===== src/rtl/ascon_aead128_axi_master_if.sv =====
// AXI4-Lite channel bundle between the command-driven initiator and the
// ascon_aead128_ip register slave.
interface ascon_aead128_axi_master_if #(
    parameter int ADDRESS_WIDTH = 32,
    parameter int DATA_WIDTH    = 32
);
    logic                      awvalid;
    logic                      awready;
    logic [ADDRESS_WIDTH-1:0]  awaddr;
    logic                      wvalid;
    logic                      wready;
    logic [DATA_WIDTH-1:0]     wdata;
    logic [DATA_WIDTH/8-1:0]   wstrb;
    logic                      bvalid;
    logic                      bready;
    logic [1:0]                bresp;
    logic                      arvalid;
    logic                      arready;
    logic [ADDRESS_WIDTH-1:0]  araddr;
    logic                      rvalid;
    logic                      rready;
    logic [DATA_WIDTH-1:0]     rdata;
    logic [1:0]                rresp;

    modport master (
        output awvalid, awaddr, wvalid, wdata, wstrb, bready, arvalid, araddr, rready,
        input  awready, wready, bvalid, bresp, arready, rvalid, rdata, rresp
    );

    modport slave (
        input  awvalid, awaddr, wvalid, wdata, wstrb, bready, arvalid, araddr, rready,
        output awready, wready, bvalid, bresp, arready, rvalid, rdata, rresp
    );
endinterface


===== src/rtl/ascon_aead128_axi_master.sv =====
// Single-outstanding AXI4-Lite initiator: one register command in, one
// AXI read or write out, one response (data + resp code) back.
//
// state   | meaning
// IDLE    | cmd_ready high, waiting for a command
// WR_REQ  | AW and W offered, each completes independently
// WR_RESP | both write channels done, bready high waiting for B
// RD_REQ  | arvalid held until arready
// RD_RESP | rready high waiting for R
// RESPOND | result presented on rsp_*, held until rsp_ready
module ascon_aead128_axi_master #(
    parameter int ADDRESS_WIDTH = 32,
    parameter int DATA_WIDTH    = 32
) (
    input  logic                      ack,
    input  logic                      areset,
    input  logic                      cmd_valid,
    output logic                      cmd_ready,
    input  logic                      cmd_write,
    input  logic [ADDRESS_WIDTH-1:0]  cmd_addr,
    input  logic [DATA_WIDTH-1:0]     cmd_wdata,
    input  logic [DATA_WIDTH/8-1:0]   cmd_wstrb,
    output logic                      rsp_valid,
    input  logic                      rsp_ready,
    output logic [DATA_WIDTH-1:0]     rsp_rdata,
    output logic [1:0]                rsp_resp,
    ascon_aead128_axi_master_if.master axi
);

    typedef enum logic [2:0] {
        IDLE    = 3'd0,
        WR_REQ  = 3'd1,
        WR_RESP = 3'd2,
        RD_REQ  = 3'd3,
        RD_RESP = 3'd4,
        RESPOND = 3'd5
    } state_t;

    state_t state;
    logic   aw_done;
    logic   w_done;
    logic   aw_done_nxt;
    logic   w_done_nxt;

    // Channel completion including a handshake happening on this edge.
    always_comb begin
        aw_done_nxt = aw_done | (axi.awvalid & axi.awready);
        w_done_nxt  = w_done  | (axi.wvalid & axi.wready);
    end

    // Transaction sequencer; every output is a register of this block.
    always_ff @(posedge ack or posedge areset) begin
        if (areset) begin
            state       <= IDLE;
            cmd_ready   <= 1'b0;
            rsp_valid   <= 1'b0;
            rsp_rdata   <= '0;
            rsp_resp    <= 2'b00;
            axi.awvalid <= 1'b0;
            axi.awaddr  <= '0;
            axi.wvalid  <= 1'b0;
            axi.wdata   <= '0;
            axi.wstrb   <= '0;
            axi.bready  <= 1'b0;
            axi.arvalid <= 1'b0;
            axi.araddr  <= '0;
            axi.rready  <= 1'b0;
            aw_done     <= 1'b0;
            w_done      <= 1'b0;
        end else begin
            case (state)
                IDLE: begin
                    if (cmd_valid && cmd_ready) begin
                        cmd_ready <= 1'b0;
                        if (cmd_write) begin
                            axi.awaddr  <= cmd_addr;
                            axi.wdata   <= cmd_wdata;
                            axi.wstrb   <= cmd_wstrb;
                            axi.awvalid <= 1'b1;
                            axi.wvalid  <= 1'b1;
                            aw_done     <= 1'b0;
                            w_done      <= 1'b0;
                            state       <= WR_REQ;
                        end else begin
                            axi.araddr  <= cmd_addr;
                            axi.arvalid <= 1'b1;
                            state       <= RD_REQ;
                        end
                    end else begin
                        cmd_ready <= 1'b1;
                    end
                end
                WR_REQ: begin
                    if (axi.awvalid && axi.awready) axi.awvalid <= 1'b0;
                    if (axi.wvalid && axi.wready)   axi.wvalid  <= 1'b0;
                    aw_done <= aw_done_nxt;
                    w_done  <= w_done_nxt;
                    if (aw_done_nxt && w_done_nxt) begin
                        axi.bready <= 1'b1;
                        state      <= WR_RESP;
                    end
                end
                WR_RESP: begin
                    if (axi.bvalid && axi.bready) begin
                        rsp_resp   <= axi.bresp;
                        rsp_rdata  <= '0;
                        axi.bready <= 1'b0;
                        state      <= RESPOND;
                    end
                end
                RD_REQ: begin
                    if (axi.arvalid && axi.arready) begin
                        axi.arvalid <= 1'b0;
                        axi.rready  <= 1'b1;
                        state       <= RD_RESP;
                    end
                end
                RD_RESP: begin
                    if (axi.rvalid && axi.rready) begin
                        rsp_rdata  <= axi.rdata;
                        rsp_resp   <= axi.rresp;
                        axi.rready <= 1'b0;
                        state      <= RESPOND;
                    end
                end
                RESPOND: begin
                    // rsp_valid rises one cycle after entry so results are stable first.
                    if (!rsp_valid) begin
                        rsp_valid <= 1'b1;
                    end else if (rsp_ready) begin
                        rsp_valid <= 1'b0;
                        cmd_ready <= 1'b1;
                        state     <= IDLE;
                    end
                end
                default: state <= IDLE;
            endcase
        end
    end

endmodule


===== src/flat_wrapper.sv =====
// flat-port wrapper written by rule: the top's interface ports become plain ports
module ascon_aead128_axi_master_flat 
#(
    parameter int ADDRESS_WIDTH = 32,
    parameter int DATA_WIDTH    = 32
)
  (ack, areset, cmd_valid, cmd_ready, cmd_write, cmd_addr, cmd_wdata, cmd_wstrb, rsp_valid, rsp_ready, rsp_rdata, rsp_resp, axi_awvalid, axi_awaddr, axi_wvalid, axi_wdata, axi_wstrb, axi_bready, axi_arvalid, axi_araddr, axi_rready, axi_awready, axi_wready, axi_bvalid, axi_bresp, axi_arready, axi_rvalid, axi_rdata, axi_rresp);
  ascon_aead128_axi_master_if #(.ADDRESS_WIDTH(ADDRESS_WIDTH), .DATA_WIDTH(DATA_WIDTH)) axi_i ();
  input  logic ack;
  input  logic areset;
  input  logic cmd_valid;
  output logic cmd_ready;
  input  logic cmd_write;
  input  logic [ADDRESS_WIDTH-1:0] cmd_addr;
  input  logic [DATA_WIDTH-1:0] cmd_wdata;
  input  logic [DATA_WIDTH/8-1:0] cmd_wstrb;
  output logic rsp_valid;
  input  logic rsp_ready;
  output logic [DATA_WIDTH-1:0] rsp_rdata;
  output logic [1:0] rsp_resp;
  output wire logic [$bits(axi_i.awvalid)-1:0] axi_awvalid;
  output wire logic [$bits(axi_i.awaddr)-1:0] axi_awaddr;
  output wire logic [$bits(axi_i.wvalid)-1:0] axi_wvalid;
  output wire logic [$bits(axi_i.wdata)-1:0] axi_wdata;
  output wire logic [$bits(axi_i.wstrb)-1:0] axi_wstrb;
  output wire logic [$bits(axi_i.bready)-1:0] axi_bready;
  output wire logic [$bits(axi_i.arvalid)-1:0] axi_arvalid;
  output wire logic [$bits(axi_i.araddr)-1:0] axi_araddr;
  output wire logic [$bits(axi_i.rready)-1:0] axi_rready;
  input wire logic [$bits(axi_i.awready)-1:0] axi_awready;
  input wire logic [$bits(axi_i.wready)-1:0] axi_wready;
  input wire logic [$bits(axi_i.bvalid)-1:0] axi_bvalid;
  input wire logic [$bits(axi_i.bresp)-1:0] axi_bresp;
  input wire logic [$bits(axi_i.arready)-1:0] axi_arready;
  input wire logic [$bits(axi_i.rvalid)-1:0] axi_rvalid;
  input wire logic [$bits(axi_i.rdata)-1:0] axi_rdata;
  input wire logic [$bits(axi_i.rresp)-1:0] axi_rresp;
  assign axi_awvalid = axi_i.awvalid;
  assign axi_awaddr = axi_i.awaddr;
  assign axi_wvalid = axi_i.wvalid;
  assign axi_wdata = axi_i.wdata;
  assign axi_wstrb = axi_i.wstrb;
  assign axi_bready = axi_i.bready;
  assign axi_arvalid = axi_i.arvalid;
  assign axi_araddr = axi_i.araddr;
  assign axi_rready = axi_i.rready;
  assign axi_i.awready = axi_awready;
  assign axi_i.wready = axi_wready;
  assign axi_i.bvalid = axi_bvalid;
  assign axi_i.bresp = axi_bresp;
  assign axi_i.arready = axi_arready;
  assign axi_i.rvalid = axi_rvalid;
  assign axi_i.rdata = axi_rdata;
  assign axi_i.rresp = axi_rresp;
  ascon_aead128_axi_master #(.ADDRESS_WIDTH(ADDRESS_WIDTH), .DATA_WIDTH(DATA_WIDTH)) u_core (.ack(ack), .areset(areset), .cmd_valid(cmd_valid), .cmd_ready(cmd_ready), .cmd_write(cmd_write), .cmd_addr(cmd_addr), .cmd_wdata(cmd_wdata), .cmd_wstrb(cmd_wstrb), .rsp_valid(rsp_valid), .rsp_ready(rsp_ready), .rsp_rdata(rsp_rdata), .rsp_resp(rsp_resp), .axi(axi_i));
endmodule

===== config.mk =====
export PLATFORM = sky130hd
export DESIGN_NAME = ascon_aead128_axi_master_flat
export DESIGN_NICKNAME = d
export VERILOG_FILES = /design/src/rtl/ascon_aead128_axi_master_if.sv /design/src/rtl/ascon_aead128_axi_master.sv /design/src/flat_wrapper.sv
export SDC_FILE = /design/constraint.sdc
export NUM_CORES = 1
export LEC_CHECK = 0
export BUFFER_PORTS_ARGS = -buffer_cell sky130_fd_sc_hd__buf_2
export CAP_MARGIN = 20
export CELL_PAD_IN_SITES_DETAIL_PLACEMENT = 0
export CELL_PAD_IN_SITES_GLOBAL_PLACEMENT = 1
export CORE_MARGIN = 2
export CORE_UTILIZATION = 37
export CTS_BUF_LIST = sky130_fd_sc_hd__clkbuf_4 sky130_fd_sc_hd__clkbuf_8 sky130_fd_sc_hd__clkbuf_16
export DETAILED_ROUTE_END_ITERATION = 6
export PLACE_DENSITY = 0.8
export SLEW_MARGIN = 20
export SYNTH_ARGS = -nofsm -noshare
export SYNTH_HDL_FRONTEND = slang
export SYNTH_SLANG_ARGS = --single-unit
export TNS_END_PERCENT = 10

===== constraint.sdc =====
create_clock -name ack -period 5.5 [get_ports ack]
set_input_delay 0.55 -clock ack [delete_from_list [all_inputs] [get_ports ack]]
set_output_delay 0.55 -clock ack [all_outputs]
set_load 0.01 [all_outputs]

# Word-level counts from Yosys, hierarchy flattened
# Index checks and enable logic that the tools add are counted.
classes:
  n_reduce_logical: 25
  n_mux: 41
  n_bitwise: 5
  eq_ne: 16
ops:
  columns: ["operator", "count"]
  rows:
  - ["$mux W32", 2]
  - ["$pmux W32 S2", 1]
  - ["$mux W3", 7]
  - ["$reduce_and A3 Y1", 7]
  - ["$mux W1", 18]
  - ["$pmux W3 S6", 1]
  - ["$ne A2 B1 Y1 const B", 8]
  - ["$pmux W1 S2", 8]
  - ["$reduce_and A4 Y1", 3]
  - ["$reduce_bool A2 Y1", 6]
  - ["$logic_and A1 B1 Y1", 7]
  - ["$reduce_and A7 Y1", 1]
  - ["$eq A3 B2 Y1 const B", 2]
  - ["$eq A3 B3 Y1 const B", 2]
  - ["$mux W2", 3]
  - ["$ne A2 B2 Y1 const B", 3]
  - ["$pmux W2 S2", 1]
  - ["$eq A3 B1 Y1 const B", 1]
  - ["$logic_not A3 Y1", 1]
  - ["$and A1 B1 Y1", 2]
  - ["$or A1 B1 Y1", 2]
  - ["$not A1 Y1", 1]
totals:
  word_cells: 103
  ff_bits: 146
  output_inout_bits: 141

# Logic depth before layout (Yosys ltp)
depth:
  word_depth: 5
  mapped_depth: 5

# Least setup slack after synthesis
# OpenSTA, ideal clock, no wires.
synth_path:
  path_kind: "in2reg"
  startpoint: "input cmd_valid"
  endpoint: "register u_core.axi.awaddr[10]"
  setup_slack_ns: 3.659
  t_arrival_ns: 1.716
  cell_stages: 4
  required_ns: 5.375
  n_path_buf: 1
  setup_ns: 0.125
  cell_sequence: "nand3b_4 > nor4b_4 > buf_6 > mux2_2"
synth_via:
  elab_chain_len: 2
synth_lines:
  columns: ["item", "line_no", "source"]
  rows:
  - ["start: declaration", "flat_wrapper.sv:11", "input logic cmd_valid;"]
  - ["$logic_and A1 B1 Y1", "ascon_aead128_axi_master.sv:73", "if (cmd_valid && cmd_ready) begin"]
  - ["$reduce_and A3 Y1 (no line)", null, null]
  - ["end signal: assignment", "ascon_aead128_axi_master.sv:76", "axi.awaddr <= cmd_addr;"]
  - ["end: declaration", "ascon_aead128_axi_master_if.sv:26", "output awvalid, awaddr, wvalid, wdata, wstrb, bready, arvalid, araddr, rready,"]
# No other way between the ends.
# A chain may end at the register's enable or synchronous reset.

# Worst setup path after layout
layout_path:
  startpoint: "register u_core.state[1]"
  endpoint: "register u_core.rsp_resp[1]"
layout_via:
  elab_chain_len: 3
  elab_cells_between_ends: 7
layout_lines:
  columns: ["item", "line_no", "source"]
  rows:
  - ["start: declaration", "ascon_aead128_axi_master.sv:39", "state_t state;"]
  - ["start signal: assignment", "ascon_aead128_axi_master.sv:54", "state <= IDLE;"]
  - ["start signal: assignment", "ascon_aead128_axi_master.sv:83", "state <= WR_REQ;"]
  - ["start signal: assignment", "ascon_aead128_axi_master.sv:87", "state <= RD_REQ;"]
  - ["$eq A3 B3 Y1 or $eq A3 B2 Y1 (tied branches)", "ascon_aead128_axi_master.sv:71", "case (state)"]
  - ["$ne A2 B1 Y1 (no line) or $reduce_bool A2 Y1 (tied branches)", null, null]
  - ["$reduce_and A3 Y1 (no line)", null, null]
  - ["end signal: assignment", "ascon_aead128_axi_master.sv:105", "rsp_resp <= axi.bresp;"]
  - ["end signal: assignment", "ascon_aead128_axi_master.sv:121", "rsp_resp <= axi.rresp;"]
  - ["end: declaration", "ascon_aead128_axi_master.sv:26", "output logic [1:0] rsp_resp,"]
# Several ways; a longest one is shown, not always the timed one.

==> Implementation_results.wiki <==
{| class="wikitable"
! Metric !! Value
|-
| Critical path peak fanout || 34
|-
| Inserted Diodes || 0
|-
| Clock-pin slew of the registers on the worst-case setup and hold paths || ~60 ps
|-
| Cell count after placement || 880
|-
| Power share of the clock group || approximately a quarter
|-
| Number of search-and-repair iterations in the first detailed-routing pass || 4
|-
| Commonest non-fill, non-tap cell in the layout || buf_2
|-
| GRT Util Overall || between 10% and 20%
|-
| Share of post-route cells with drive strength above 1 || a little under three fifths
|-
| Top achievable clock speed || 441 MHz
|-
| Placement-stage worst setup slack || 3240 ps
|-
| Final Cell Area || ~0.008 sq mm
|-
| Leading register cell type out of synthesis || dfrtp_1
|-
| Detailed placement HPWL || slightly below 10,000 um
|-
| Instance count of the mapped netlist || between 400 and 500
|-
| Post-CTS setup buffers || 0
|-
| Type of element launching the critical path || register
|-
| Setup repair after global routing missed its margin || false
|-
| Clk buf depth || 2
|-
| Flop and latch count out of synthesis || between 100 and 150
|-
| Synthesis-to-layout area growth || 34.5%
|-
| DR vias || about 4,200
|-
| Vert. Die Dim || approximately 130 um
|-
| Final max-slew violation count || 0
|-
| Drt total wl || around 14,000 um
|-
| Detail-routed net length per standard cell || around 15 um
|-
| EDFF count, synth || 0
|-
| TNS Setup || 0 ps
|-
| Number of buffers inserted for hold repair after clock tree synthesis || 0
|-
| Port-buffer cells || approximately 250
|-
| Number of distinct library cells after synthesis || 37
|-
| Clock skew || around 9.2 ps
|-
| Initial DRC Count || 161
|-
| Total grt overflow || 0
|-
| Core Util, Final || 50.6%
|-
| Number of vias per cell || about 4.6
|-
| Fill cell instance count of the final layout || ~1,400
|-
| Initial Util || 37.6%
|-
| Die extent in x || 131 um
|-
| Sinks on the clock net || 146
|-
| Maximum resistive drop on vdd || 241 uV
|-
| Rel. slew slack || roughly two fifths
|-
| Internal power component || roughly 3.1 mW
|-
| Area of the die || 0.0171 sq mm
|-
| Sequential fraction of design power || between 40% and 50%
|-
| Worst slew pin tran || roughly 870 ps
|-
| Library cell occupying the most area in the post-synthesis netlist || dfrtp_1
|-
| Total power density per cell area || around 590 mW/mm^2
|-
| Number of cells upsized or downsized after cts || 0
|-
| Power, Total || 4.69 mW
|-
| Clock tree from TritonCTS || done
|-
| Layout Nets || roughly 800
|-
| Worst hold path class || input pin to asynchronous set/reset pin
|-
| Warnings, synthesis || 0
|-
| Worst hold margin || approximately 240 ps
|-
| Number of standard cells in the final layout excluding fillers || ~900
|-
| Clk Latency, worst-skew pair || around 410 ps
|-
| Leak || ~3.9 nW
|-
| Proportion of register bits with asynchronous set or reset after synthesis || 100%
|-
| Dominant cells by area after synthesis || dfrtp_1 (61%), mux2_2 (18%), mux2i_1 (5.4%)
|-
| Worst-case setup margin in the final layout || approximately 3200 ps
|-
| Number of cell rows || 46
|-
| Number of max-cap violations || 0
|-
| Routability-driven placement congestion ratio || slightly below 0.8
|-
| Required time of the critical path || around 5800 ps
|-
| Critical Setup Path Class || register to register
|-
| Result of the run || completed
|-
| CP Data Arrival Time || about 2600 ps
|-
| Switching power as a share of total power || about a third
|-
| Maximum number of pins on one net before global-route repair || 78
|-
| Drc violations || 0
|-
| Max H-tree Level || 4
|-
| Synth Area per Inst || 14.0 sq um
|-
| Count of antenna-violating nets left after detailed routing || 0
|-
| Number of hold violations in the final report || 0
|-
| Net switching power of the design || approximately 1.5 mW
|-
| Finish-stage setup viols || 0
|-
| Number of CTS-inserted buffers || 17
|-
| Instance area at placement || around 0.0074 sq mm
|-
| Portion of the post-synthesis area used by sequential elements || 61.4%
|-
| Synthesized Nets || 539
|-
| Global-route wire length before repair || between 20,000 and 25,000 um
|-
| Core area || 0.0158 sq mm
|-
| Shortest period the worst path allows || between 2000 and 2500 ps
|-
| Final period util || roughly 40%
|-
| Combinational power share || between 30% and 40%
|-
| Crit end category || register
|-
| Commonest non-fill, non-tap cells in the layout || buf_2 (254), dfrtp_1 (146), mux2_2 (96), nand2_1 (36), inv_1 (35)
|-
| Fraction of post-synthesis cell area in the top cell type by area || 61.4%
|-
| Synthesized area || 0.00595 sq mm
|-
| Root Buffer || clkbuf_16
|-
| Vias in the first global route || between 4,000 and 5,000
|-
| Top-Level Pins || approximately 260
|-
| Antenna violations before repair || 0
|}
-- Yosys cell counts (all sizes together), types with 3 or more instances --
| cell | count |
|---|---|
| a21oi | 5 |
| a31oi | 4 |
| buf | 15 |
| clkbuf | 6 |
| dfrtp | 146 |
| inv | 36 |
| mux2 | 105 |
| mux2i | 32 |
| nand2 | 36 |
| nand3 | 4 |
| nand3b | 3 |
| nor2 | 5 |
| o21ai | 3 |
-- critical path, stage by stage, from the launching register on --
cell	delay, ps
dfrtp_1	810
nand4b_1	240
a21oi_4	180
buf_4	490
mux2_2	400
-- per-layer routing --
layer / up-vias / track usage [%] / share of wire, %
met4: 0 / 5.76 / 1.6
met1: 2053 / 18.5 / 39
met5: - / 0 / 0
met3: 20 / 7.00 / 9.1
li1: 1973 / - / -
met2: 185 / 26.9 / 50
-- area by class of cell --
| class | instances | area [sq um] | share of cell area [%] |
|---|---|---|---|
| flip-flops and latches | 146 | 3650 | 45.7 |
| multi-input cells | 222 | 2030 | 25.3 |
| repair buffers | 260 | 1320 | 16.4 |
| clock buffers | 24 | 490 | 6.13 |
| well taps | 216 | 270 | 3.38 |
| inverters | 36 | 140 | 1.75 |
| clock inverters | 8 | 104 | 1.30 |
-- final timing paths --
check	depth (start not counted)	endpoint	startpoint	slack, ps
min reg2reg	1	u_core.axi.awaddr[2]$_DFFE_PP0P_	u_core.axi.awaddr[2]$_DFFE_PP0P_	480
max	4	u_core.rsp_resp[1]$_DFFE_PP0P_	u_core.state[1]$_DFFE_PP0P_	3230
min	2	u_core.rsp_rdata[21]$_DFFE_PP0P_	areset	240
max in group asynchronous	3	u_core.axi.awaddr[23]$_DFFE_PP0P_	areset	3850
max reg2reg	4	u_core.rsp_resp[1]$_DFFE_PP0P_	u_core.state[1]$_DFFE_PP0P_	3230
min in group ack	2	u_core.axi.wdata[13]$_DFFE_PP0P_	cmd_wdata[13]	370
-- power by group through the flow --
stage               Sequential [mW]  Combinational, mW  Clock, mW
detailed placement             1.94               1.65          0
global placement               1.91               1.61          0
CTS                            1.93               1.66       1.18
finish                         1.93               1.62       1.15
floorplan                      2.14              0.713          0
global route                   2.01               1.79       1.23
-- sequential cells by signal (all words and copies together), names as in the netlist, 2 cells and up --
name	cells
u_core.axi.araddr	32
u_core.axi.awaddr	32
u_core.axi.wdata	32
u_core.axi.wstrb	4
u_core.rsp_rdata	32
u_core.rsp_resp	2
u_core.state	3
-- logic make-up after synthesis --
group / Yosys count / share of synthesized area [%]
and+or+nand+nor: 61 / 5.72
muxes: 137 / 25.2
AOI/OAI and AO/OA: 24 / 2.88
DFF: 146 / 61.4
buffers and inverters: 57 / 4.77
No activity file was read; power rests on OpenSTA's default activity.
